## src/rtl/id_ex_stage.sv

```systemverilog
// ============================================================================
// id_ex_stage
// ----------------------------------------------------------------------------
// Decode-to-execute pipeline register for a non-forwarding RV32I core.
//
//  * Selects the ALU operands before the register (rs1 or PC for A, rs2 or
//    immediate for B) so operand_a_o/operand_b_o feed the ALU directly.
//  * Carries the execute/memory/writeback control of the EX instruction.
//  * Owns the scoreboard interlock: one pending bit per architectural
//    register, set when a writer issues into EX and cleared when writeback
//    retires it. Decode is stalled on RAW and WAW hazards, and a bubble is
//    loaded into EX while it waits.
//
// Per-cycle priority: stall_i (hold) > flush_i (bubble) > hazard (bubble and
// stall decode) > issue.
//
// Build option:
//   ID_EX_WB_BYPASS_EN  when defined, the register being written back in the
//                       current cycle is masked out of the hazard check. This
//                       is only safe with a write-first register file and
//                       saves one stall cycle per RAW hazard. Undefined
//                       (default), the hazard check uses the raw scoreboard
//                       and a cleared bit is first visible the next cycle.
// ============================================================================

module id_ex_stage #(
  parameter int XLEN = 32,
  parameter int NREG = 32
) (
  input  logic            clk_i,
  input  logic            rst_ni,

  // Decode-side instruction
  input  logic            id_valid_i,
  input  logic [XLEN-1:0] id_pc_i,
  input  logic [XLEN-1:0] rs1_data_i,
  input  logic [XLEN-1:0] rs2_data_i,
  input  logic [4:0]      rs1_addr_i,
  input  logic [4:0]      rs2_addr_i,
  input  logic            rs1_used_i,
  input  logic            rs2_used_i,
  input  logic [4:0]      rd_addr_i,
  input  logic            rd_wren_i,
  input  logic [XLEN-1:0] imm_i,
  input  logic            op_a_sel_i,
  input  logic            op_b_sel_i,
  input  logic [3:0]      alu_op_i,
  input  logic [7:0]      ctrl_i,

  // Pipeline control
  input  logic            stall_i,
  input  logic            flush_i,

  // Writeback retirement (clears scoreboard bits)
  input  logic            wb_wren_i,
  input  logic [4:0]      wb_rd_addr_i,

  // Execute-side outputs
  output logic            ex_valid_o,
  output logic [XLEN-1:0] operand_a_o,
  output logic [XLEN-1:0] operand_b_o,
  output logic [3:0]      alu_op_o,
  output logic [XLEN-1:0] rs2_data_o,
  output logic [XLEN-1:0] pc_o,
  output logic [4:0]      rd_addr_o,
  output logic            rd_wren_o,
  output logic [7:0]      ctrl_o,

  // Decode hold request
  output logic            id_stall_o
);

  // --------------------------------------------------------------------------
  // EX payload: everything that travels with the instruction into execute.
  // An all-zero payload is a bubble.
  // --------------------------------------------------------------------------
  typedef struct packed {
    logic            valid;
    logic [XLEN-1:0] operand_a;
    logic [XLEN-1:0] operand_b;
    logic [3:0]      alu_op;
    logic [XLEN-1:0] rs2_data;
    logic [XLEN-1:0] pc;
    logic [4:0]      rd_addr;
    logic            rd_wren;
    logic [7:0]      ctrl;
  } ex_payload_t;

  ex_payload_t     ex_q, ex_d;
  ex_payload_t     id_payload;

  logic [NREG-1:0] pending_q, pending_d;
  logic [NREG-1:0] pending_eff;

  logic            rs1_hazard;
  logic            rs2_hazard;
  logic            rd_hazard;
  logic            hazard;
  logic            issue;
  logic            sb_set;
  logic            sb_clear;

  // --------------------------------------------------------------------------
  // Scoreboard view used by the hazard check (optionally bypassing the
  // register that writeback is retiring this cycle).
  // --------------------------------------------------------------------------
  always_comb begin
    // NOTE: every variable written in a combinational block gets a default
    // assignment first, so no path leaves it unassigned and no latch is
    // inferred.
    pending_eff = pending_q;
`ifdef ID_EX_WB_BYPASS_EN
    if (wb_wren_i) begin
      pending_eff[wb_rd_addr_i] = 1'b0;
    end
`endif
  end

  // --------------------------------------------------------------------------
  // Hazard detection: RAW on each used source, WAW on the destination.
  // x0 is hardwired to zero, so it is excluded explicitly.
  // --------------------------------------------------------------------------
  always_comb begin
    rs1_hazard = rs1_used_i && (rs1_addr_i != 5'd0) && pending_eff[rs1_addr_i];
    rs2_hazard = rs2_used_i && (rs2_addr_i != 5'd0) && pending_eff[rs2_addr_i];
    rd_hazard  = rd_wren_i  && (rd_addr_i  != 5'd0) && pending_eff[rd_addr_i];
    hazard     = id_valid_i && (rs1_hazard || rs2_hazard || rd_hazard);
  end

  // --------------------------------------------------------------------------
  // Pipeline decisions: issue only when nothing of higher priority applies.
  // Decode must hold on a downstream stall, or on a hazard that is not being
  // overridden by a flush (a flushed instruction is dropped, not held).
  // --------------------------------------------------------------------------
  always_comb begin
    issue      = id_valid_i && !stall_i && !flush_i && !hazard;
    id_stall_o = stall_i || (!flush_i && hazard);
  end

  // --------------------------------------------------------------------------
  // Operand selection ahead of the register, so EX sees ALU-ready operands.
  // --------------------------------------------------------------------------
  always_comb begin
    id_payload           = '0;
    id_payload.valid     = 1'b1;
    id_payload.operand_a = op_a_sel_i ? id_pc_i : rs1_data_i;
    id_payload.operand_b = op_b_sel_i ? imm_i   : rs2_data_i;
    id_payload.alu_op    = alu_op_i;
    id_payload.rs2_data  = rs2_data_i;
    id_payload.pc        = id_pc_i;
    id_payload.rd_addr   = rd_addr_i;
    id_payload.rd_wren   = rd_wren_i;
    id_payload.ctrl      = ctrl_i;
  end

  // --------------------------------------------------------------------------
  // Next EX contents: hold on stall, otherwise the issued instruction or a
  // bubble (flush, hazard, or no valid decode instruction).
  // --------------------------------------------------------------------------
  always_comb begin
    ex_d = ex_q;
    if (!stall_i) begin
      ex_d = issue ? id_payload : '0;
    end
  end

  // --------------------------------------------------------------------------
  // Next scoreboard: clear on writeback, then set on issue so that a set and
  // a clear of the same register in one cycle leaves it pending.
  // --------------------------------------------------------------------------
  always_comb begin
    sb_clear  = wb_wren_i && (wb_rd_addr_i != 5'd0);
    sb_set    = issue && rd_wren_i && (rd_addr_i != 5'd0);
    pending_d = pending_q;
    if (sb_clear) begin
      pending_d[wb_rd_addr_i] = 1'b0;
    end
    if (sb_set) begin
      pending_d[rd_addr_i] = 1'b1;
    end
    pending_d[0] = 1'b0;
  end

  // --------------------------------------------------------------------------
  // State registers: EX payload and scoreboard, both cleared by reset so that
  // any in-flight pending bit is discarded.
  // --------------------------------------------------------------------------
  always_ff @(posedge clk_i or negedge rst_ni) begin
    // NOTE: sequential state uses non-blocking assignments so every flop
    // samples its pre-edge value regardless of statement order.
    if (!rst_ni) begin
      ex_q      <= '0;
      pending_q <= '0;
    end else begin
      ex_q      <= ex_d;
      pending_q <= pending_d;
    end
  end

  // --------------------------------------------------------------------------
  // Registered outputs.
  // --------------------------------------------------------------------------
  assign ex_valid_o  = ex_q.valid;
  assign operand_a_o = ex_q.operand_a;
  assign operand_b_o = ex_q.operand_b;
  assign alu_op_o    = ex_q.alu_op;
  assign rs2_data_o  = ex_q.rs2_data;
  assign pc_o        = ex_q.pc;
  assign rd_addr_o   = ex_q.rd_addr;
  assign rd_wren_o   = ex_q.rd_wren;
  assign ctrl_o      = ex_q.ctrl;

endmodule
```

## config.mk

```make
export PLATFORM = sky130hd
export DESIGN_NAME = id_ex_stage
export DESIGN_NICKNAME = d
export VERILOG_FILES = /design/src/rtl/id_ex_stage.sv
export SDC_FILE = /design/constraint.sdc
export NUM_CORES = 1
export LEC_CHECK = 0
export BUFFER_PORTS_ARGS = -buffer_cell sky130_fd_sc_hd__buf_2
export CAP_MARGIN = 5
export CELL_PAD_IN_SITES_DETAIL_PLACEMENT = 0
export CELL_PAD_IN_SITES_GLOBAL_PLACEMENT = 1
export CORE_ASPECT_RATIO = 0.5
export CORE_MARGIN = 4
export CORE_UTILIZATION = 37
export CTS_BUF_LIST = sky130_fd_sc_hd__clkbuf_8 sky130_fd_sc_hd__clkbuf_16
export CTS_CLUSTER_DIAMETER = 100
export CTS_CLUSTER_SIZE = 20
export DETAILED_ROUTE_END_ITERATION = 10
export GPL_ROUTABILITY_DRIVEN = 0
export PLACE_DENSITY_LB_ADDON = 0.1
export SYNTH_ARGS = -nofsm -noshare
export SYNTH_HDL_FRONTEND = slang
export SYNTH_SLANG_ARGS = --single-unit
```

## constraint.sdc

```tcl
create_clock -name clk_i -period 3.95 [get_ports clk_i]
set_input_delay 0.79 -clock clk_i [delete_from_list [all_inputs] [get_ports clk_i]]
set_output_delay 0.79 -clock clk_i [all_outputs]
set_load 0.05 [all_outputs]
```

==> results of run 1 <==
## stage by stage
step	std cells	cell area, sq um	util	hold slack [ns]	setup WS, ns
after detailed placement	1288	10000	0.459	0.468	0.270
final	1324	10600	0.485	0.366	0.283
after CTS	1320	10600	0.484	0.371	0.263
after floorplan	722	8270	-	0.494	0.605
after global routing	1324	10600	0.485	0.407	0.116
after global placement	1288	10000	0.459	0.462	0.293
## final timing paths
kind / startpoint / end / cells past startpoint
max: rs1_addr_i[0] / id_stall_o / 8
min: rst_ni / rs2_data_o[30] / 1
max reg2reg: pending_eff[6] / operand_a_o[31] / 8
min reg2reg: operand_a_o[30] / operand_a_o[30] / 2
max in group asynchronous: rst_ni / pending_eff[22] / 2
min in group clk_i: operand_a_o[30] / operand_a_o[30] / 2
## metal layers
layer  routed length (um)  vias up
li1                     -     3253
met3                 1550       51
met1                11700     3590
met5                   33        -
met4                  768        6
met2                13600      187
## synth_stat cells (2+ instances only)
library cell,count
dfrtp_1,178
a22o_1,82
o21ai_0,77
mux2i_1,76
nand2_1,75
o21ai_1,49
clkbuf_1,40
nand3_1,28
mux4_2,16
buf_6,13
nor2_1,12
mux2_2,8
nand3b_1,8
nand4_1,8
buf_2,7
nand2b_1,7
nor2b_1,5
o22ai_1,3
or3b_2,3
a211o_1,2
buf_4,2
inv_1,2
nor3_1,2
nor3b_1,2
nor4_1,2
o2111a_1,2
## cells by family (layout without fill, tap and decap cells)
| group | Yosys count | count (layout) | share of synthesized area |
|---|---|---|---|
| multiplexers | 100 | 100 | 0.147 |
| buffers and inverters | 64 | 362 | 0.0428 |
| AND/OR/NAND/NOR | 156 | 156 | 0.0920 |
| AO/OA/AOI/OAI | 224 | 224 | 0.180 |
| other | 0 | 4 | 0 |
| flip-flops | 178 | 178 | 0.539 |
## placed cells by master (no fill, tap or decap), types with 2 or more instances in the layout
cell type,count
nor2b_1,5
nand2_1,75
nand2b_1,7
a211o_1,2
mux2_2,8
diode_2,4
clkbuf_16,17
buf_4,9
dfrtp_1,178
nand3b_1,8
mux4_2,16
nor2_1,12
buf_2,316
nor3b_1,2
nand3_1,28
inv_6,6
a22o_1,82
mux2i_1,76
o21ai_0,77
inv_1,3
buf_12,2
or3b_2,3
o21ai_1,49
clkinv_4,2
clkinv_2,4
o22ai_1,3
nor3_1,2
nor4_1,2
nand4_1,8
## critical path, cell delays in order
cell      delay [ns]
buf_2           0.24
mux4_2          0.53
mux2_2          0.28
nor3b_1         0.18
a211o_1         0.23
o211ai_1        0.15
a31o_2          0.27
buf_2           0.22
## sequential cells by signal, indices dropped and copies added, names as in the netlist
signal,count
ex_valid_o,1
operand_a_o,32
operand_b_o,32
rd_addr_o,5
rs2_data_o,32
rd_wren_o,1
alu_op_o,4
pc_o,32
pending_eff,31
ctrl_o,8
## layout make-up
type / count / area, sq um
Clock buffer: 17 / 425
Inverter: 2 / 7.51
Clock inverter: 15 / 131
Antenna cell: 4 / 10.0
Tap cell: 300 / 375
Sequential cell: 178 / 4450
Fill cell: 2117 / 11200
Timing Repair Buffer: 328 / 1700
Multi-Input combinational cell: 480 / 3480
## power groups by stage
stage	combinational, uW	clock [uW]	sequential, uW
global route	914	1750	1990
floorplan	273	0	2290
global placement	856	0	2010
detailed placement	860	0	2010
CTS	863	1680	1980
finish	853	1630	1980
==> metrics.md, run 1 <==
| Metric | Value |
|---|---|
| Leak | `0.00549 uW` |
| Area growth, synth to finish | `28.0%` |
| Period utilisation layout | `0.928` |
| Async SR Flop Fraction | `1.00` |
| Core Area | `21,800 sq um` |
| Clock power share | `0.365` |
| CTS root buffer | `clkbuf_16` |
| Max cap viols | `0` |
| Tmin final | `3.67 ns` |
| DR iter-0 viols | `433` |
| Final hold violation count | `0` |
| Fin Setup TNS | `0 ns` |
| GRT overflow | `0` |
| Top post-synthesis cells by area | `dfrtp_1 (54%), mux2i_1 (9.2%), a22o_1 (8.7%), o21ai_0 (4.7%), mux4_2 (4.4%)` |
| Ys Warns | `0` |
| Post-Route WL | `27,700 um` |
| Wire per inst | `20.9 um` |
| Global route hottest layer | `met2` |
| Post-synth top area share | `0.539` |
| Pre-antenna DRT Iters | `4` |
| Crit path DAT | `2.88 ns` |
| Status | `complete, no violations` |
| Int Power | `3050 uW` |
| CTS clk-pin slew, worst paths | `0.07 ns` |
| Number of synthesized register bits | `178` |
| Post-CTS Resized | `0` |
| Post-CTS setup buffers | `0` |
| Clock sink count | `178` |
| Num rows | `38` |
| Initial Util | `0.379` |
| Pwr dens | `422 nW/um^2` |
| Vias per inst | `5.35` |
| Highest Clock Rate | `273 MHz` |
| Die area | `24,900 sq um` |
| Final Slew Violations | `0` |
| Die H | `114 um` |
| DRT antenna net count | `0` |
| DR DRC count | `0` |
| Clock Skew | `0.00818 ns` |
| Critical path peak fanout | `10` |
| Via count | `7,087` |
| Worst setup path category | `in -> out` |
| Post-DP HPWL | `19,900 um` |
| GRT Resource Usage Total | `0.219` |
| Overall Power | `4460 uW` |
| Met2 Usage GRT | `0.362` |
| Seq/Total Area, Yosys | `0.539` |
| P_sw | `1410 uW` |
| RSZ-0062 raised after global routing | `false` |
| Synth unique cells | `39` |
| Max IR drop VDD | `0.242 mV` |
| Synth Cell Area | `8270 sq um` |
| Worst Path Required | `3.16 ns` |
| Most used flip-flop cell after synthesis | `dfrtp_1` |
| Met1 Resource Use GR | `0.282` |
| Crit. End Element | `output pin` |
| CTS hold repair buffers | `0` |
| Initial antenna violation count | `7` |
| Final-stage net count | `1,178` |
| First-pass GRT wire length | `41,900 um` |
| Number of flops mapped to enable cells by yosys | `0` |
| Layout cells sized above 1 | `0.382` |
| CTS buffer count | `17` |
| Post-Synthesis Cells | `722` |
| Top-Level Pins | `319` |
| Maximum number of pins on one net before global-route repair | `110` |
| Setup violations, final | `0` |
| Switching Share | `0.317` |
| CTS tree | `built` |
| Max Buffers Root-to-Sink | `2` |
| Pin slew with the least headroom to its limit | `1.19 ns` |
| Die width | `219 um` |
| Register-to-register setup slack | `1.18 ns` |
| Area leader, netlist | `dfrtp_1` |
| Port Buffer Count | `318` |
| Post-synth net total | `893` |
| Logic pwr share | `0.191` |
| Met3 Usage GRT | `0.0503` |
| H-Tree Depth | `4` |
| Nature of the critical path startpoint | `primary input` |
| Vias in the first global route | `7,042` |
| Slew headroom | `0.203` |
| Worst min path class | `in -> async` |
| Sequential power share | `0.444` |
| Clk Latency, worst-skew pair | `0.44 ns` |
| Synth Area per Inst | `11.4 sq um` |
Note: power is estimated with default switching activity, not from simulation.
==> inputs of run 2 (changes only) <==
CORE_ASPECT_RATIO = unset   (was 0.5)
CORE_UTILIZATION = 39   (was 37)
CTS_BUF_LIST = sky130_fd_sc_hd__clkbuf_4   (was sky130_fd_sc_hd__clkbuf_8 sky130_fd_sc_hd__clkbuf_16)
CTS_CLUSTER_SIZE = unset   (was 20)
==> metrics.md, run 2 (synthesis gave the netlist of run 1 again) <==
| Metric | Value |
|---|---|
| Status | `complete, no violations` |
| DRT antenna net count | `0 (unchanged)` |
| Initial Util | `0.402 (+0.0233)` |
| Setup violations, final | `0 (unchanged)` |
| Post-DP HPWL | `20,100 um (+0.70%)` |
| Crit path DAT | `2.90 ns (+0.02 ns)` |
| CTS tree | `built` |
| Die width | `154 um (-30%)` |
| Crit. End Element | `output pin` |
| Worst min path class | `in -> async` |
| Worst r2r src | `pending_eff[29]` |
| CTS clk-pin slew, worst paths | `0.17 ns (+0.10 ns)` |
| Max IR drop VDD | `0.215 mV (-11%)` |
| Worst setup path category | `reg -> out` |
| CTS hold repair buffers | `0 (unchanged)` |
| Die H | `154 um (+35%)` |
| First-pass GRT wire length | `42,900 um (+2.3%)` |
| RSZ-0062 raised after global routing | `false` |
| Final-stage net count | `1,184 (+0.51%)` |
| Clk Latency, worst-skew pair | `0.57 ns (+0.13 ns)` |
| Max cap viols | `0 (unchanged)` |
| Final hold violation count | `0 (unchanged)` |
| Most frequent cells in the layout | `buf_2 (316), dfrtp_1 (178), a22o_1 (82)` |
| DR iter-0 viols | `465 (+7.4%)` |
| GRT overflow | `0 (unchanged)` |
| Vias in the first global route | `7,045 (+0.043%)` |
| Via count | `7,056 (-0.44%)` |
| Port Buffer Count | `318 (unchanged)` |
| Post-CTS setup buffers | `0 (unchanged)` |
| Pin slew with the least headroom to its limit | `1.04 ns (-0.153 ns)` |
| Slowest-stage cell, CP | `mux4_2` |
| Leak | `0.00541 uW (-1.6%)` |
| PnR worst setup slack | `0.257 ns (-0.0258 ns)` |
| Layout cells sized above 1 | `0.387 (+0.00459)` |
| CTS buffer count | `17 (unchanged)` |
| Crit path cell chain | `mux4_2 -> nor2b_1 -> o41ai_1 -> a211o_1 -> o211ai_1 -> a31o_2 -> buf_2` |
| Clock sink count | `178 (unchanged)` |
| GRT Resource Usage Total | `0.230 (+0.0115)` |
| Slew headroom | `0.305 (+0.102)` |
| Wire per inst | `21.4 um (+2.2%)` |
| Period utilisation layout | `0.935 (+0.00653)` |
| Post-CTS Resized | `0 (unchanged)` |
| Most common library cell in the layout ignoring fill and taps | `buf_2` |
| Max Buffers Root-to-Sink | `2 (unchanged)` |
| Area growth, synth to finish | `25.2%` |
| Nature of the critical path startpoint | `register` |
| Pre-antenna DRT Iters | `4 (unchanged)` |
| Worst Path Required | `3.16 ns (about the same)` |
| Highest Clock Rate | `271 MHz (-0.70%)` |
| Vias per inst | `5.43 (+1.5%)` |
| Pwr dens | `373 nW/um^2 (-12%)` |
| Initial antenna violation count | `3 (-4)` |
| Pre-CTS setup slack | `0.319 ns (+0.0494 ns)` |
| Fin Setup TNS | `0 ns (unchanged)` |
| Critical Path Max Stage Delay | `0.47 ns (-0.06 ns)` |
| Maximum number of pins on one net before global-route repair | `94 (-15%)` |
| H-Tree Depth | `4 (unchanged)` |
| CTS root buffer | `clkbuf_4` |
| Die area | `23,600 sq um (-5.4%)` |
| CP startpoint | `pending_eff[13]` |
| Final Slew Violations | `0 (unchanged)` |
| Top-Level Pins | `319 (unchanged)` |
| Tmin final | `3.69 ns (+0.0258 ns)` |
| Critical path peak fanout | `4 (-6)` |
| Clock Skew | `0.0285 ns (+0.0203 ns)` |
| Num rows | `52 (+37%)` |
| DR DRC count | `0 (unchanged)` |
| Core Area | `20,600 sq um (-5.8%)` |
| Post-Route WL | `27,800 um (+0.24%)` |
run 2: layer usage:
layer,global-route usage,wire [um],share of wire,vias up
met5,0,0,0,-
met4,0.0555,350,0.013,0
met3,0.0531,1840,0.066,24
met2,0.363,13400,0.48,271
met1,0.325,12200,0.44,3492
li1,-,-,-,3269
run 2: final timing paths:
path                                    to  slack (ns)  cells after the start
setup / recovery                id_stall_o        0.26                      7
hold / removal                   ctrl_o[2]        0.30                      1
setup reg to reg              rd_addr_o[2]        1.28                      8
hold reg to reg            operand_a_o[26]        0.50                      2
max in group asynchronous     rd_addr_o[0]        2.84                      2
min in group clk_i             alu_op_o[1]        0.42                      2
run 2: report_power, final:
| group | internal (uW) | leakage [uW] | switching [uW] |
|---|---|---|---|
| clock | 283 | 0.000147 | 732 |
| sequential | 1920 | 0.00244 | 63.6 |
| combinational | 264 | 0.00282 | 601 |
run 2: through the flow:
| stage | instances | utilization | total power (uW) | area [sq um] | hold WS [ns] |
|---|---|---|---|---|---|
| global route | 1298 | 0.503 | 4050 | 10300 | 0.300 |
| floorplan | 722 | - | 2560 | 8270 | 0.494 |
| detailed placement | 1264 | 0.490 | 2890 | 10100 | 0.467 |
| global placement | 1264 | 0.490 | 2880 | 10100 | 0.463 |
| finish | 1299 | 0.503 | 3860 | 10300 | 0.295 |
| CTS | 1296 | 0.503 | 3910 | 10300 | 0.274 |
run 2: final cells by class:
class / count / area [sq um]
Antenna cell: 3 / 7.51
Clock buffer: 17 / 128
Clock inverter: 15 / 146
Fill cell: 1975 / 10200
Inverter: 2 / 7.51
Multi-Input combinational cell: 480 / 3480
Sequential cell: 178 / 4450
Tap cell: 270 / 338
Timing Repair Buffer: 334 / 1780
run 2: worst max-delay path: cells and delay by family, from the launching register on:
family                 cells  cell delay, ns
and+or+nand+nor            1            0.14
AOI/OAI and AO/OA          4            1.05
muxes                      1            0.47
buffers and inverters      1            0.21
DFF                        1            0.46
